File: config.mk
export PLATFORM = sky130hd
export DESIGN_NAME = cmd_uart_wrapper
export DESIGN_NICKNAME = d
export VERILOG_FILES = /design/src/rtl/kt_pkg.sv /design/src/rtl/uart_trx.sv /design/src/rtl/cmd_uart_wrapper.sv
export SDC_FILE = /design/constraint.sdc
export NUM_CORES = 1
export LEC_CHECK = 0
export ABC_CLOCK_PERIOD_IN_PS = 4200
export CORE_ASPECT_RATIO = 0.7
export CORE_MARGIN = 10
export CORE_UTILIZATION = 35
export DETAILED_ROUTE_END_ITERATION = 16
export HOLD_SLACK_MARGIN = 0.12
export PLACE_DENSITY = 0.59
export SETUP_SLACK_MARGIN = 0.15
export SLEW_MARGIN = 20
export SYNTH_ARGS = -nofsm -noshare
export SYNTH_HDL_FRONTEND = slang
export SYNTH_SLANG_ARGS = --single-unit
File: constraint.sdc
create_clock -name clk -period 4.2 [get_ports clk]
set_input_delay 1.26 -clock clk [delete_from_list [all_inputs] [get_ports clk]]
set_output_delay 1.26 -clock clk [all_outputs]
set_load 0.1 [all_outputs]
File: src/rtl/kt_pkg.sv
// Shared types and constants for the KnightsTour remote command link.
package kt_pkg;

  localparam int unsigned BAUD_DIV_DEFAULT = 5208;
  localparam logic [7:0]  POS_ACK          = 8'hA5;

  typedef enum logic {HIGH, LOW} asm_state_t;
  typedef enum logic {TX_IDLE, TX_SHIFT} tx_state_t;
  typedef enum logic [1:0] {RX_IDLE, RX_START, RX_DATA, RX_STOP} rx_state_t;

endpackage

File: src/rtl/uart_trx.sv
// Full-duplex 8N1 byte UART; receive and transmit halves share nothing but the clock.
module uart_trx
  import kt_pkg::*;
#(
  parameter int unsigned BAUD_DIV = BAUD_DIV_DEFAULT
) (
  input  logic       clk,
  input  logic       rst_n,
  input  logic       RX,
  output logic       TX,
  output logic [7:0] rx_data,
  output logic       rx_rdy,
  output logic       rx_busy,
  input  logic [7:0] tx_data,
  input  logic       trmt,
  output logic       tx_done
);

  localparam int unsigned CW = $clog2(BAUD_DIV);
  localparam logic [CW-1:0] FULL_M1 = CW'(BAUD_DIV - 1);
  localparam logic [CW-1:0] HALF_M1 = CW'(BAUD_DIV / 2 - 1);

  rx_state_t     rx_state_q, rx_state_d;
  logic [CW-1:0] rx_cnt_q, rx_cnt_d;
  logic [2:0]    rx_bit_q, rx_bit_d;
  logic [7:0]    rx_shift_q, rx_shift_d;
  logic          rx_meta_q, rx_sync_q, rx_prev_q;
  logic          rx_fall;

  tx_state_t     tx_state_q, tx_state_d;
  logic [CW-1:0] tx_cnt_q, tx_cnt_d;
  logic [3:0]    tx_bit_q, tx_bit_d;
  logic [9:0]    tx_shift_q, tx_shift_d;
  logic          tx_done_q, tx_done_d;

  assign rx_fall = rx_prev_q & ~rx_sync_q;
  assign rx_busy = (rx_state_q != RX_IDLE) | rx_fall;
  assign rx_data = rx_shift_q;
  assign TX      = tx_shift_q[0];
  assign tx_done = tx_done_q;

  always_comb begin
    rx_state_d = rx_state_q;
    rx_cnt_d   = rx_cnt_q;
    rx_bit_d   = rx_bit_q;
    rx_shift_d = rx_shift_q;
    rx_rdy     = 1'b0;
    if (rx_cnt_q != '0) rx_cnt_d = rx_cnt_q - CW'(1);
    case (rx_state_q)
      RX_IDLE: if (rx_fall) begin
        rx_state_d = RX_START;
        rx_cnt_d   = HALF_M1;
      end
      RX_START: if (rx_cnt_q == '0) begin
        if (rx_sync_q) begin
          rx_state_d = RX_IDLE;
        end else begin
          rx_state_d = RX_DATA;
          rx_cnt_d   = FULL_M1;
          rx_bit_d   = '0;
        end
      end
      RX_DATA: if (rx_cnt_q == '0) begin
        rx_shift_d = {rx_sync_q, rx_shift_q[7:1]};
        rx_cnt_d   = FULL_M1;
        if (rx_bit_q == 3'd7) rx_state_d = RX_STOP;
        else                  rx_bit_d   = rx_bit_q + 3'd1;
      end
      RX_STOP: if (rx_cnt_q == '0) begin
        rx_state_d = RX_IDLE;
        rx_rdy     = rx_sync_q;  // a low stop bit drops the byte silently
      end
      default: rx_state_d = RX_IDLE;
    endcase
  end

  always_comb begin
    tx_state_d = tx_state_q;
    tx_cnt_d   = tx_cnt_q;
    tx_bit_d   = tx_bit_q;
    tx_shift_d = tx_shift_q;
    tx_done_d  = tx_done_q;
    case (tx_state_q)
      TX_IDLE: if (trmt) begin
        tx_state_d = TX_SHIFT;
        tx_shift_d = {1'b1, tx_data, 1'b0};
        tx_cnt_d   = FULL_M1;
        tx_bit_d   = '0;
        tx_done_d  = 1'b0;
      end
      TX_SHIFT: begin
        if (tx_cnt_q != '0) begin
          tx_cnt_d = tx_cnt_q - CW'(1);
        end else begin
          tx_shift_d = {1'b1, tx_shift_q[9:1]};
          tx_cnt_d   = FULL_M1;
          if (tx_bit_q == 4'd9) begin
            tx_state_d = TX_IDLE;
            tx_done_d  = 1'b1;
          end else begin
            tx_bit_d = tx_bit_q + 4'd1;
          end
        end
      end
      default: tx_state_d = TX_IDLE;
    endcase
  end

  always_ff @(posedge clk or negedge rst_n) begin
    if (!rst_n) begin
      rx_meta_q  <= 1'b1;
      rx_sync_q  <= 1'b1;
      rx_prev_q  <= 1'b1;
      rx_state_q <= RX_IDLE;
      rx_cnt_q   <= '0;
      rx_bit_q   <= '0;
      rx_shift_q <= '0;
      tx_state_q <= TX_IDLE;
      tx_cnt_q   <= '0;
      tx_bit_q   <= '0;
      tx_shift_q <= '1;
      tx_done_q  <= 1'b0;
    end else begin
      rx_meta_q  <= RX;
      rx_sync_q  <= rx_meta_q;
      rx_prev_q  <= rx_sync_q;
      rx_state_q <= rx_state_d;
      rx_cnt_q   <= rx_cnt_d;
      rx_bit_q   <= rx_bit_d;
      rx_shift_q <= rx_shift_d;
      tx_state_q <= tx_state_d;
      tx_cnt_q   <= tx_cnt_d;
      tx_bit_q   <= tx_bit_d;
      tx_shift_q <= tx_shift_d;
      tx_done_q  <= tx_done_d;
    end
  end

endmodule

File: src/rtl/cmd_uart_wrapper.sv
// Knight-side command link: pairs received UART bytes into 16-bit commands and sends response bytes.
module cmd_uart_wrapper
  import kt_pkg::*;
#(
  parameter int unsigned BAUD_DIV     = BAUD_DIV_DEFAULT,
  parameter int unsigned TIMEOUT_BITS = 20
) (
  input  logic        clk,
  input  logic        rst_n,
  input  logic        RX,
  output logic        TX,
  output logic [15:0] cmd,
  output logic        cmd_rdy,
  input  logic        clr_cmd_rdy,
  input  logic [7:0]  resp,
  input  logic        trmt,
  output logic        tx_done
);

  localparam int unsigned LIMIT = TIMEOUT_BITS * BAUD_DIV;
  localparam int unsigned TW    = $clog2(LIMIT + 1);

  logic [7:0]  rx_data;
  logic        rx_rdy, rx_busy;

  asm_state_t  state_q, state_d;
  logic [7:0]  high_byte_q, high_byte_d;
  logic [15:0] cmd_q, cmd_d;
  logic        cmd_rdy_q, cmd_rdy_d;
  logic [TW-1:0] tmo_q, tmo_d;

  uart_trx #(.BAUD_DIV(BAUD_DIV)) u_trx (
    .clk     (clk),
    .rst_n   (rst_n),
    .RX      (RX),
    .TX      (TX),
    .rx_data (rx_data),
    .rx_rdy  (rx_rdy),
    .rx_busy (rx_busy),
    .tx_data (resp),
    .trmt    (trmt),
    .tx_done (tx_done)
  );

  assign cmd     = cmd_q;
  assign cmd_rdy = cmd_rdy_q;

  always_comb begin
    state_d     = state_q;
    high_byte_d = high_byte_q;
    cmd_d       = cmd_q;
    cmd_rdy_d   = cmd_rdy_q;
    tmo_d       = tmo_q;
    if (clr_cmd_rdy) cmd_rdy_d = 1'b0;
    case (state_q)
      HIGH: if (rx_rdy) begin
        high_byte_d = rx_data;
        cmd_rdy_d   = 1'b0;
        tmo_d       = '0;
        state_d     = LOW;
      end
      LOW: begin
        if (rx_rdy) begin
          cmd_d     = {high_byte_q, rx_data};
          cmd_rdy_d = 1'b1;  // overrides a same-cycle clear
          state_d   = HIGH;
        end else if (!rx_busy) begin
          tmo_d = tmo_q + TW'(1);
          if (tmo_d == TW'(LIMIT)) begin
            state_d     = HIGH;
            high_byte_d = '0;
            tmo_d       = '0;
          end
        end
      end
      default: state_d = HIGH;
    endcase
  end

  always_ff @(posedge clk or negedge rst_n) begin
    if (!rst_n) begin
      state_q     <= HIGH;
      high_byte_q <= '0;
      cmd_q       <= '0;
      cmd_rdy_q   <= 1'b0;
      tmo_q       <= '0;
    end else begin
      state_q     <= state_d;
      high_byte_q <= high_byte_d;
      cmd_q       <= cmd_d;
      cmd_rdy_q   <= cmd_rdy_d;
      tmo_q       <= tmo_d;
    end
  end

endmodule

After elaboration in Yosys (flattened, before gate mapping):

Cells that the tools add are included.

* add/sub/neg operators: 5
* equality and inequality tests: 21
* multiplexer cells: 57
* bitwise gates (word level): 5
* reductions and logical operators: 15

Operator list (number)
* 13-bit two-way mux: 7
* 17-bit two-way mux: 4
* 13-bit one-hot mux with 3 select lines: 1
* 17-bit one-hot mux with 2 select lines: 1
* 8-bit two-way mux: 4
* 13-bit one-hot mux with 2 select lines: 1
* 13-bit nonzero test: 2
* 13-bit by 1-bit subtractor with 13-bit output (second input constant): 2
* 10-bit two-way mux: 2
* 10-bit one-hot mux with 2 select lines: 1
* 2-bit != test (second input constant): 9
* 17-bit by 1-bit adder with 17-bit output (second input constant): 1
* 17-bit == test (second input constant): 1
* 8-bit one-hot mux with 2 select lines: 1
* 1-bit two-way mux: 15
* 13-bit logical NOT: 1
* 2-bit two-way mux: 6
* 3-bit two-way mux: 4
* 4-bit two-way mux: 3
* 2-bit by 1-bit != test with 1-bit output (second input constant): 6
* 5-bit AND reduction: 2
* 3-bit AND reduction: 3
* 1-bit one-hot mux with 2 select lines: 4
* 2-bit one-hot mux with 4 select lines: 1
* 15 further kinds: 21

* register bits after elaboration: 101
* input bits: 13
* word-level logic and storage cells: 120

Longest topological paths before layout:

Gate-level depths: netlist of run 1.

* depth in word-level cells: 6
* mapped depth: 15
* gate-level depth less buffers: 11

By module:

From an unflattened synthesis of run 1, not the netlist that was laid out.

* cells, all modules: 495
* area total of the unflattened synthesis: 5225.0 um^2

Modules (own cells, without submodules)
* uart_trx: instances 1, cells an instance 293, area an instance 3069.2 um^2, sequential area each 1441.4 um^2
* cmd_uart_wrapper: instances 1, cells an instance 202, area an instance 2155.8 um^2, sequential area each 1076.0 um^2

Worst setup path after synthesis of run 1:

OpenSTA, ideal clock, no wires.

* path type: register to register
* start point: reg u_trx.rx_cnt_q[0]
* end point: reg high_byte_q[0]
* library setup time: 155 ps
* arrival: 3244 ps
* required time: 4045 ps
* setup slack: 800 ps
* cell stages (with the launch flop): 15
* path buffers: 5
* period minus slack after synthesis: 3400 ps
* cells stage by stage: dfrtp_1 > inv_1 > ha_1 > nor4b_1 > and3_1 > buf_2 > buf_2 > nand3_1 > ha_1 > clkbuf_1 > nor2b_1 > clkbuf_1 > clkbuf_1 > mux2i_1 > a41oi_1

* cells in the longest elaborated chain, start to end: 5
* elaborated cells between the ends (all ways): 6

RTL lines
* start: declaration: RTL line uart_trx.sv:24 `logic [CW-1:0] rx_cnt_q, rx_cnt_d;`
* start signal: assignment: RTL line uart_trx.sv:128 `rx_cnt_q <= rx_cnt_d;`
* 13-bit logical NOT (*): RTL line uart_trx.sv:69 `RX_STOP: if (rx_cnt_q == '0) begin`
* 1-bit two-way mux (*): RTL line uart_trx.sv:69
* 1-bit two-way mux (*): RTL line uart_trx.sv:49 `case (rx_state_q)`
* 2-bit != test (no source line)
* 4-bit AND reduction (no source line) (*)
* end signal: assignment: RTL line cmd_uart_wrapper.sv:89 `high_byte_q <= high_byte_d;`
* end: declaration: RTL line cmd_uart_wrapper.sv:27 `logic [7:0] high_byte_q, high_byte_d;`

Every way passes the cells marked *; elsewhere a longest branch is shown, timed or not.
A chain may end at the register's enable or synchronous reset.

Worst setup path after layout of run 1:

* start point: reg u_trx.tx_shift_q[0]
* end point: out TX

RTL lines
* start: declaration: RTL line uart_trx.sv:33 `logic [9:0] tx_shift_q, tx_shift_d;`
* start signal: assignment: RTL line uart_trx.sv:134 `tx_shift_q <= tx_shift_d;`
* end: declaration: RTL line cmd_uart_wrapper.sv:11 `output logic TX,`

No word-level cell between the ends.

==> results of run 1 <==
==> per-layer routing <==
| metal | track usage [%] | up-vias | share of wire [%] |
|---|---|---|---|
| met5 | 0 | - | 0 |
| met4 | 3.76 | 0 | 1.1 |
| met3 | 3.30 | 8 | 6.7 |
| met2 | 16.8 | 148 | 43 |
| met1 | 17.7 | 2154 | 49 |
| li1 | - | 2102 | - |
==> metrics by stage <==
stage / utilization, % / instance area [sq um] / total power (uW) / std cells
6_report: 40.6 / 6290 / 2980 / 779
3_3_place_gp: 38.7 / 6000 / 2140 / 763
3_5_place_dp: 38.7 / 6000 / 2170 / 763
4_1_cts: 40.6 / 6290 / 3000 / 779
5_1_grt: 40.6 / 6290 / 3180 / 779
2_1_floorplan: - / 5540 / 1930 / 560
==> where the power goes <==
group	switching, uW	internal [uW]	total [uW]	leakage [uW]
Combinational	543	345	889	0.00117
Sequential	169	1110	1280	0.00130
Clock	370	442	812	0.000142
==> state kept, by name, summed over array words and instances (netlist names), 3 cells and up, named ones only <==
signal / cells
tmo_q: 17
cmd: 16
u_trx.rx_cnt_q: 13
u_trx.tx_cnt_q: 13
u_trx.tx_shift_q: 9
high_byte_q: 8
u_trx.rx_data: 8
u_trx.tx_bit_q: 4
u_trx.rx_bit_q: 3
==> cells in the final DEF (no fill, tap or decap), types with 5 or more instances in the layout <==
master | netlist | routed
dfrtp_1 | 88 | 88
nand2_1 | 54 | 54
o21ai_0 | 30 | 30
clkdlybuf4s50_1 | 0 | 30
nor2_1 | 29 | 29
inv_1 | 19 | 19
a21oi_1 | 19 | 19
mux2i_1 | 19 | 19
nor3_1 | 17 | 17
mux2_2 | 17 | 17
nand3_1 | 16 | 16
ha_1 | 16 | 16
nand4_1 | 15 | 15
nor4_1 | 14 | 14
o21ai_1 | 14 | 14
dfstp_2 | 12 | 12
xor2_1 | 11 | 11
a41oi_1 | 10 | 10
mux2_1 | 10 | 10
clkbuf_16 | 0 | 10
a31oi_1 | 9 | 9
o31ai_1 | 9 | 9
xnor2_1 | 7 | 7
buf_4 | 3 | 6
a211oi_1 | 5 | 5
or4_1 | 5 | 5
a22o_1 | 5 | 5
o41ai_1 | 5 | 5
==> cell families (layout without fill, tap and decap cells) <==
family	after synthesis	count (layout)	share of synthesized area, %
AOI/OAI and AO/OA	136	136	16.6
xor gates and xnor gates	18	18	2.84
adders and majority gates	16	16	3.61
buffers and inverters	55	74	4.29
DFF	100	100	45.4
muxes	46	46	8.91
and+or+nand+nor	189	189	18.3
==> worst paths after layout <==
kind,cells past startpoint,start,end
worst max-delay path,1,u_trx.tx_shift_q[0],TX
worst min register to register,0,u_trx.rx_meta_q,u_trx.rx_sync_q
min in group asynchronous,1,rst_n,u_trx.tx_bit_q[0]
worst min-delay path,0,u_trx.rx_meta_q,u_trx.rx_sync_q
worst max register to register,9,u_trx.rx_cnt_q[8],tmo_q[12]
max in group asynchronous,2,rst_n,u_trx.tx_shift_q[0]
==> area by class of cell <==
type                            instances  area [sq um]
Fill cell                            1505          9210
Multi-Input combinational cell        405          2790
Sequential cell                       100          2520
Timing Repair Buffer                   37           365
Clock buffer                           12           258
Tap cell                              200           250
Inverter                               21          78.8
Clock inverter                          4          31.3
==> results by group, run 1 <==
Routing
  • WL/cell: approximately 16 um
  • First DRT Iteration DRCs: 409
  • Number of remaining DRC errors: 0
  • Post-DR vias/cell: approximately 5.7
  • Final WL: 12600 um
  • Antenna viol nets, final: 0
  • Drt first pass iters: 5
  • Vias: 4412

Timing
  • Final hold vios: 0
  • Maximum clock frequency: between 0.3 and 0.4 GHz
  • RSZ-0062 raised after global routing: false
  • Worst Skew: about 11 ps
  • Slew @ Worst Pin: around 990 ps
  • Pins Over Slew Limit: 0
  • Post-route minimum period: around 3300 ps
  • TNS Setup: 0 ps
  • Setup violators final: 0
  • Period utilization: between 70 and 80%
  • Final worst setup slack: approximately 900 ps
  • Hold_ws: between 300 and 400 ps
  • Rel. slew slack: about 34%

Synth
  • Post-synth top area share: 39.7%
  • Syn_nets: around 590
  • Synth Register Bits: 100
  • Post-synth EDFFs: 0
  • Ys async rst share: 100%
  • Largest area contributor in the netlist: dfrtp_1
  • Synth warnings: 0
  • Top-count cell post-synth: dfrtp_1
  • Post-synth top cells: dfrtp_1, nand2_1, o21ai_0
  • Top area cells in the synthesized netlist: dfrtp_1, dfstp_2, nand2_1, ha_1, mux2_2
  • Seq/Total Area, Yosys: a little under half
  • Mapped Area: 5540 sq um
  • Post-Syn Area per Cell: a little under 10 sq um
  • Syn Inst Count: 560
  • Main synth FF type: dfrtp_1
  • Synth cell types: 72

Pwr
  • Worst VDD drop: roughly 0.0003 V
  • Static Leak: about 0.0026 uW
  • Pwr per Cell Area: around 470 nW/um^2

Setup path
  • Startpoint Class: flop
  • Top delay family on crit path: buffers and inverters
  • Reg2reg setup slack: 1070 ps
  • Crit path cell chain: clkdlybuf4s50_1
  • Worst Path Buf+Inv: 1
  • Worst Path Required: between 2000 and 3000 ps
  • Worst path arrival time: 2030 ps
  • CP max stage delay: approximately 1100 ps
  • Endpoint class of the critical path: primary output
  • Crit path max fanout: 3
  • Crit Path Class: flop to primary output
  • Slowest cell on the critical path: clkdlybuf4s50_1

CTS
  • Num CTS Buffers: 9
  • Clk pin slew, worst setup/hold paths: approximately 70 ps
  • Number of setup buffers added after CTS: 0
  • Clk sinks: 100
  • Root Buffer Master: clkbuf_16
  • Skew-Pair Late Insertion Delay: ~350 ps
  • CTS resizes: 0
  • CTS tree: yes
  • Htree depth: 3
  • Hold buffer count at CTS: 0
  • Clk buf depth: 2

Finish
  • Area grow syn2layout: 13.5%
  • Layout Nets: ~600
  • Antenna cells: 0
  • Layout cells sized above 1: between 10% and 20%

GRT
  • Largest net degree at the start of global routing: 54
  • Initial antenna violation count: 0
  • Gr ovfl total: 0
  • First-pass GRT wire length: 21700 um
  • All-Layer GR Usage: 12.1%
  • Vias in the first global route: 4197

Min path
  • Hold Crit Class: flop to flop

Floorplanning
  • Core footprint: about 15000 sq um
  • Die width: approximately 170 um
  • I/O pin total: 32
  • Initial core utilization: a little over a third
  • Die area: roughly 21000 sq um
  • Die Ht: 125 um
  • Std-Cell Rows: 38

Placed design
  • GP Congestion: slightly below 0.9
  • Input/output buffers: 31
  • Dpl hpwl: a little under 9000 um
  • Post-Place Setup Slack: between 1000 and 1500 ps

Status
  • Status: completed

Flow run
  • Max-cap violations: 0
Note: power is estimated with default switching activity, not from simulation.
==> run 2, diff against run 1 <==
ABC_CLOCK_PERIOD_IN_PS = 3060   (was 4200)
clock period = 3.06 ns   (was 4.2 ns; I/O delays follow)
==> run 2 against run 1 <==
- clock power grew 39%
- global-route usage grew 0.44 points
- clock-buffer cell count shrank 3
- routed wire length grew 4.6%
- critical endpoint is now tmo_q[12]
- via count grew 0.93%
- highest routed layer unchanged
- combinational power grew 45%
- sequential power grew 37%
- utilization grew 0.59 points
==> results by group, run 2 (synthesized netlist as in run 1, its figures left out) <==
Setup path
  • Slowest cell on the critical path: or4_1 (was clkdlybuf4s50_1)
  • Endpoint class of the critical path: flop (was primary output)
  • Crit path max fanout: 11 (was 3)
  • Worst path arrival time: 3110 ps (was 2030 ps)
  • Worst Path Required: 3340 ps (was 2940 ps)
  • Crit path top cell by count: ha_1
  • Crit path cell chain: inv_1 > ha_1 > nor4b_4 > and3_4 > nand3_2 > ha_1 > or2_4 > or4_1 > a31o_1 > a31oi_1 (was clkdlybuf4s50_1)
  • Crit Path Class: flop to flop (was flop to primary output)
  • Startpoint Class: flop (unchanged)
  • CP max stage delay: 520 ps (was 1130 ps)

Min path
  • Hold Crit Class: flop to flop (unchanged)

GRT
  • Vias in the first global route: 4268 (was 4197)
  • First-pass GRT wire length: 22400 um (was 21700 um)
  • All-Layer GR Usage: 12.6% (was 12.1%)
  • Initial antenna violation count: 0 (unchanged)
  • Gr ovfl total: 0 (unchanged)
  • Largest net degree at the start of global routing: 44 (was 54)

Routing
  • Final WL: 13200 um (was 12600 um)
  • Post-DR vias/cell: 5.64 (was 5.66)
  • First DRT Iteration DRCs: 419 (was 409)
  • Antenna viol nets, final: 0 (unchanged)
  • Vias: 4453 (was 4412)
  • Drt first pass iters: 7 (was 5)
  • Number of remaining DRC errors: 0 (unchanged)
  • WL/cell: 16.7 um (was 16.2 um)

CTS
  • Hold buffer count at CTS: 0 (unchanged)
  • Clk buf depth: 2 (unchanged)
  • CTS tree: yes (unchanged)
  • Clk sinks: 100 (unchanged)
  • Skew-Pair Late Insertion Delay: 360 ps (was 350 ps)
  • Root Buffer Master: clkbuf_16 (unchanged)
  • Htree depth: 3 (unchanged)
  • Clk pin slew, worst setup/hold paths: 80 ps (was 70 ps)
  • Num CTS Buffers: 9 (unchanged)

Placed design
  • GP Congestion: 0.903 (was 0.891)
  • Placed inst area: 6050 sq um (was 6000 sq um)
  • Dpl hpwl: 9400 um (was 8760 um)
  • Input/output buffers: 31 (unchanged)

Flow run
  • Max-cap violations: 0 (unchanged)

Finish
  • Area grow syn2layout: 15.1% (was 13.5%)
  • Layout Nets: 614 (was 603)
  • Largest register FFs: 17 (unchanged)
  • Commonest non-fill, non-tap cell in the layout: dfrtp_1 (unchanged)
  • Filler cell count: 1519 (was 1505)
  • Layout cells sized above 1: 17.5% (was 11.2%)
  • Most frequent cells in the layout: dfrtp_1, nand2_1, buf_4, o21ai_0, nor2_1 (was dfrtp_1, nand2_1, o21ai_0, clkdlybuf4s50_1, nor2_1)
  • Antenna cells: 0 (unchanged)
  • Design Area, Final: 6380 sq um (was 6290 sq um)
  • Top reg by flops: tmo_q (unchanged)

Pwr
  • Cell Int Power: 2620 uW (was 1900 uW)
  • Combinational share of power: 30.7% (was 29.8%)
  • Static Leak: 0.00270 uW (was 0.00260 uW)
  • Psw: 1560 uW (was 1080 uW)
  • Worst VDD drop: 0.000324 V (was 0.000299 V)
  • Sw frac: 37.4% (was 36.3%)
  • Clock network power share: 27.1% (was 27.2%)
  • Pwr per Cell Area: 656 nW/um^2 (was 474 nW/um^2)
  • Seq pwr share: 42.2% (was 43.0%)

Timing
  • Post-route minimum period: between 2000 and 3000 ps
  • Slew @ Worst Pin: 765 ps (was 988 ps)
  • Setup violators final: 0 (unchanged)
  • Rel. slew slack: 48.3% (was 33.9%)
  • TNS Setup: 0 ps (unchanged)
  • RSZ-0062 raised after global routing: false (unchanged)
  • Worst Skew: 12.9 ps (was 11.1 ps)
  • Period utilization: between 90% and 100%
  • Maximum clock frequency: 0.353 GHz
  • Pins Over Slew Limit: 0 (unchanged)
  • Final hold vios: 0 (unchanged)
  • Hold_ws: 359 ps (was 356 ps)

Floorplanning
  • Core footprint: 15500 sq um (unchanged)
  • Die width: 170 um (unchanged)
  • Die Ht: 125 um (unchanged)
  • Std-Cell Rows: 38 (unchanged)
  • Initial core utilization: 35.8% (unchanged)
  • I/O pin total: 32 (unchanged)
  • Die area: 21400 sq um (unchanged)

Status
  • Status: completed (unchanged)
[run 2: cell type report]
type,instances,area [sq um],area share (%)
inverter,21,78.8,1.24
clock inverter,7,71.3,1.12
tap,200,250,3.92
sequential,100,2520,39.5
timing repair buffer,48,400,6.27
multi-input combinational,405,2840,44.5
clock buffer,9,225,3.53
[run 2: repair_timing]
item	CTS	global route
endpoints found under the setup margin	1	14
pin swaps	0	0
gates resized for setup	1	3
buffers inserted	0	1
[run 2: stage by stage]
step / setup WS, ps / util, % / cells / total power [uW]
2_1_floorplan: 158 / - / 560 / 2670
3_3_place_gp: 237 / 39.0 / 773 / 2960
3_5_place_dp: 118 / 39.0 / 773 / 3010
4_1_cts: 174 / 41.0 / 789 / 4170
5_1_grt: 89.8 / 41.2 / 790 / 4480
6_report: 225 / 41.2 / 790 / 4180
[run 2: final timing paths]
kind,start,endpoint,slack (ps),cells past startpoint
min in group asynchronous,rst_n,u_trx.tx_bit_q[2],540,1
setup / recovery,u_trx.rx_cnt_q[0],tmo_q[12],230,10
hold / removal,u_trx.rx_meta_q,u_trx.rx_sync_q,360,0
setup reg to reg,u_trx.rx_cnt_q[0],tmo_q[12],230,10
hold reg to reg,u_trx.rx_meta_q,u_trx.rx_sync_q,360,0
max in group asynchronous,rst_n,u_trx.rx_prev_q,1760,2
[run 2: worst max-delay path: cells and delay by family (launching register included)]
family	cells	cell delay, ps
adders and majority gates	2	400
and+or+nand+nor	5	1450
AOI/OAI and AO/OA	2	370
DFF	1	420
buffers and inverters	1	120
[run 2: power by group through the flow]
stage | sequential (uW) | combinational [uW] | clock (uW)
after floorplan | 1730 | 933 | 0
after CTS | 1750 | 1240 | 1180
after detailed placement | 1770 | 1230 | 0
after global placement | 1760 | 1200 | 0
after global routing | 1800 | 1450 | 1230
final | 1760 | 1290 | 1130
[run 2: layer usage]
layer	share of wire (%)	track usage (%)
met5	0	0
met4	1.5	4.17
met3	6.3	3.05
met2	44	17.9
met1	49	18.0
==> run 3, diff against run 2 <==
DONT_BUFFER_PORTS = 1   (was not set)
PLACE_DENSITY = 0.56   (was 0.59)
==> run 3 against run 2 <==
- fmax is 2.3% higher
- non-clock buffer count down 33
- combinational power decreased by 5%
- die area did not move
- routed wire length down 4.1%
==> results by group, run 3 (synthesized netlist as in run 1, its figures left out) <==
Status
  • Status: completed (unchanged)

Setup path
  • Crit path cell chain: inv_1 > ha_1 > nor4b_4 > and3_4 > nand3_2 > ha_2 > or2_4 > or4_1 > a31o_1 > a31oi_1 (was inv_1 > ha_1 > nor4b_4 > and3_4 > nand3_2 > ha_1 > or2_4 > or4_1 > a31o_1 > a31oi_1)
  • Worst Path Required: 3330 ps (was 3340 ps)
  • Crit Path Class: flop to flop (unchanged)
  • Worst setup path startpoint: u_trx.rx_cnt_q[0] (unchanged)
  • Endpoint class of the critical path: flop (unchanged)
  • Worst Path Buf+Inv: 1 (unchanged)
  • Slowest cell on the critical path: or4_1 (unchanged)
  • CP max stage delay: 520 ps (about the same)
  • Worst path arrival time: 3040 ps (was 3110 ps)
  • FF-to-FF End: tmo_q[12] (unchanged)
  • Crit path max fanout: 12 (was 11)
  • Startpoint Class: flop (unchanged)
  • Reg2reg setup slack: 290 ps (was 230 ps)
  • Register-to-Register Path Depth: 10 (unchanged)
  • RR Startpoint: u_trx.rx_cnt_q[0] (unchanged)
  • Top delay family on crit path: simple AND/OR/NAND/NOR gates (unchanged)

Finish
  • Layout cells sized above 1: 14.7% (was 17.5%)
  • Top reg by flops: tmo_q (unchanged)
  • Most frequent cells in the layout: dfrtp_1, nand2_1, o21ai_0, nor2_1 (was dfrtp_1, nand2_1, buf_4, o21ai_0, nor2_1)
  • Layout Nets: 581 (was 614)
  • Area grow syn2layout: 9.98% (was 15.1%)
  • Largest register FFs: 17 (unchanged)
  • Commonest non-fill, non-tap cell in the layout: dfrtp_1 (unchanged)
  • Antenna cells: 0 (unchanged)

Flow run
  • Max-cap violations: 0 (unchanged)

Floorplanning
  • Die area: 21400 sq um (unchanged)
  • Die width: 170 um (unchanged)
  • Core footprint: 15500 sq um (unchanged)
  • Std-Cell Rows: 38 (unchanged)
  • I/O pin total: 32 (unchanged)
  • Die Ht: 125 um (unchanged)
  • Initial core utilization: 35.8% (unchanged)

Placed design
  • GP Congestion: 0.838 (was 0.903)
  • Post-Place Setup Slack: 118 ps (about the same)
  • Input/output buffers: 0 (was 31)
  • Dpl hpwl: 8740 um (was 9400 um)

CTS
  • Htree depth: 3 (unchanged)
  • Skew-Pair Late Insertion Delay: 350 ps (was 360 ps)
  • Clk buf depth: 2 (unchanged)
  • Number of setup buffers added after CTS: 0 (unchanged)
  • Clk sinks: 100 (unchanged)
  • Num CTS Buffers: 9 (unchanged)
  • CTS tree: yes (unchanged)
  • Clk pin slew, worst setup/hold paths: 80 ps (about the same)
  • Root Buffer Master: clkbuf_16 (unchanged)
  • Hold buffer count at CTS: 0 (unchanged)

Routing
  • WL/cell: 16.8 um (was 16.7 um)
  • Number of remaining DRC errors: 0 (unchanged)
  • Post-DR vias/cell: 5.66 (was 5.64)
  • Drt first pass iters: 5 (was 7)
  • Antenna viol nets, final: 0 (unchanged)
  • First DRT Iteration DRCs: 326 (was 419)
  • Final WL: 12700 um (was 13200 um)
  • Vias: 4284 (was 4453)

Pwr
  • Static Leak: 0.00254 uW (was 0.00270 uW)
  • Worst VDD drop: 0.000438 V (was 0.000324 V)
  • Total power: 4130 uW (was 4180 uW)
  • Pwr per Cell Area: 677 nW/um^2 (was 656 nW/um^2)

Timing
  • Slew @ Worst Pin: 932 ps (was 765 ps)
  • Maximum clock frequency: 0.361 GHz (was 0.353 GHz)
  • Post-route minimum period: 2770 ps (was 2830 ps)
  • Worst Skew: 10.4 ps (was 12.9 ps)
  • TNS Setup: 0 ps (unchanged)
  • Rel. slew slack: 37.9% (was 48.3%)
  • Final hold vios: 0 (unchanged)
  • Final worst setup slack: 289 ps (was 225 ps)
  • Period utilization: 90.6% (was 92.6%)
  • Setup violators final: 0 (unchanged)
  • RSZ-0062 raised after global routing: false (unchanged)
  • Pins Over Slew Limit: 0 (unchanged)

Min path
  • Hold Crit Class: input port to async pin (was flop to flop)

GRT
  • Initial antenna violation count: 0 (unchanged)
  • Gr ovfl total: 0 (unchanged)
  • All-Layer GR Usage: 12.2% (was 12.6%)
  • Largest net degree at the start of global routing: 101 (was 44)
  • Vias in the first global route: 3959 (was 4268)
  • First-pass GRT wire length: 21500 um (was 22400 um)
## run 3: metrics by stage
stage / cell area, sq um / util [%] / std cells / hold WS (ps)
2_1_floorplan: 5580 / - / 560 / 345
3_3_place_gp: 5770 / 37.2 / 741 / 348
3_5_place_dp: 5770 / 37.2 / 741 / 347
4_1_cts: 6060 / 39.1 / 757 / 235
5_1_grt: 6100 / 39.3 / 757 / 222
6_report: 6100 / 39.3 / 757 / 258
## run 3: final cells by class
type / instances / area, sq um
multi-input cells: 405 / 2850
repair buffers: 15 / 113
fillers: 1531 / 9400
clock inverters: 7 / 63.8
well taps: 200 / 250
flip-flops and latches: 100 / 2520
inverters: 21 / 78.8
clock buffers: 9 / 225
## run 3: worst max path at each step
stage | end | slack [ps] | cells past startpoint
finish | tmo_q[12] | 290 | 10
global route | tmo_q[12] | 140 | 10
CTS | tmo_q[12] | 200 | 10
detailed placement | tmo_q[12] | 120 | 10
global placement | tmo_q[12] | 220 | 10
floorplan | tmo_q[12] | 160 | 14
## run 3: per-layer routing
| layer | track usage, % | wire, um | share of wire [%] | vias to the layer above |
|---|---|---|---|---|
| met5 | 0 | 0 | 0 | - |
| met4 | 3.34 | 88 | 0.69 | 0 |
| met3 | 3.55 | 799 | 6.3 | 8 |
| met2 | 16.5 | 5510 | 43 | 114 |
| met1 | 18.2 | 6280 | 50 | 2093 |
| li1 | - | - | - | 2069 |
## run 3: power by group
group	total, uW	internal [uW]	switching [uW]
sequential	1780	1530	257
combinational	1220	502	713
clock	1130	573	558
total	4130	2600	1530
## run 3: timing repair
action / 4_1_cts / 5_1_grt
pin swaps: 0 / 1
gates resized for setup: 1 / 5
endpoints found under the hold margin: 0 / 0
endpoints found under the setup margin: 1 / 14
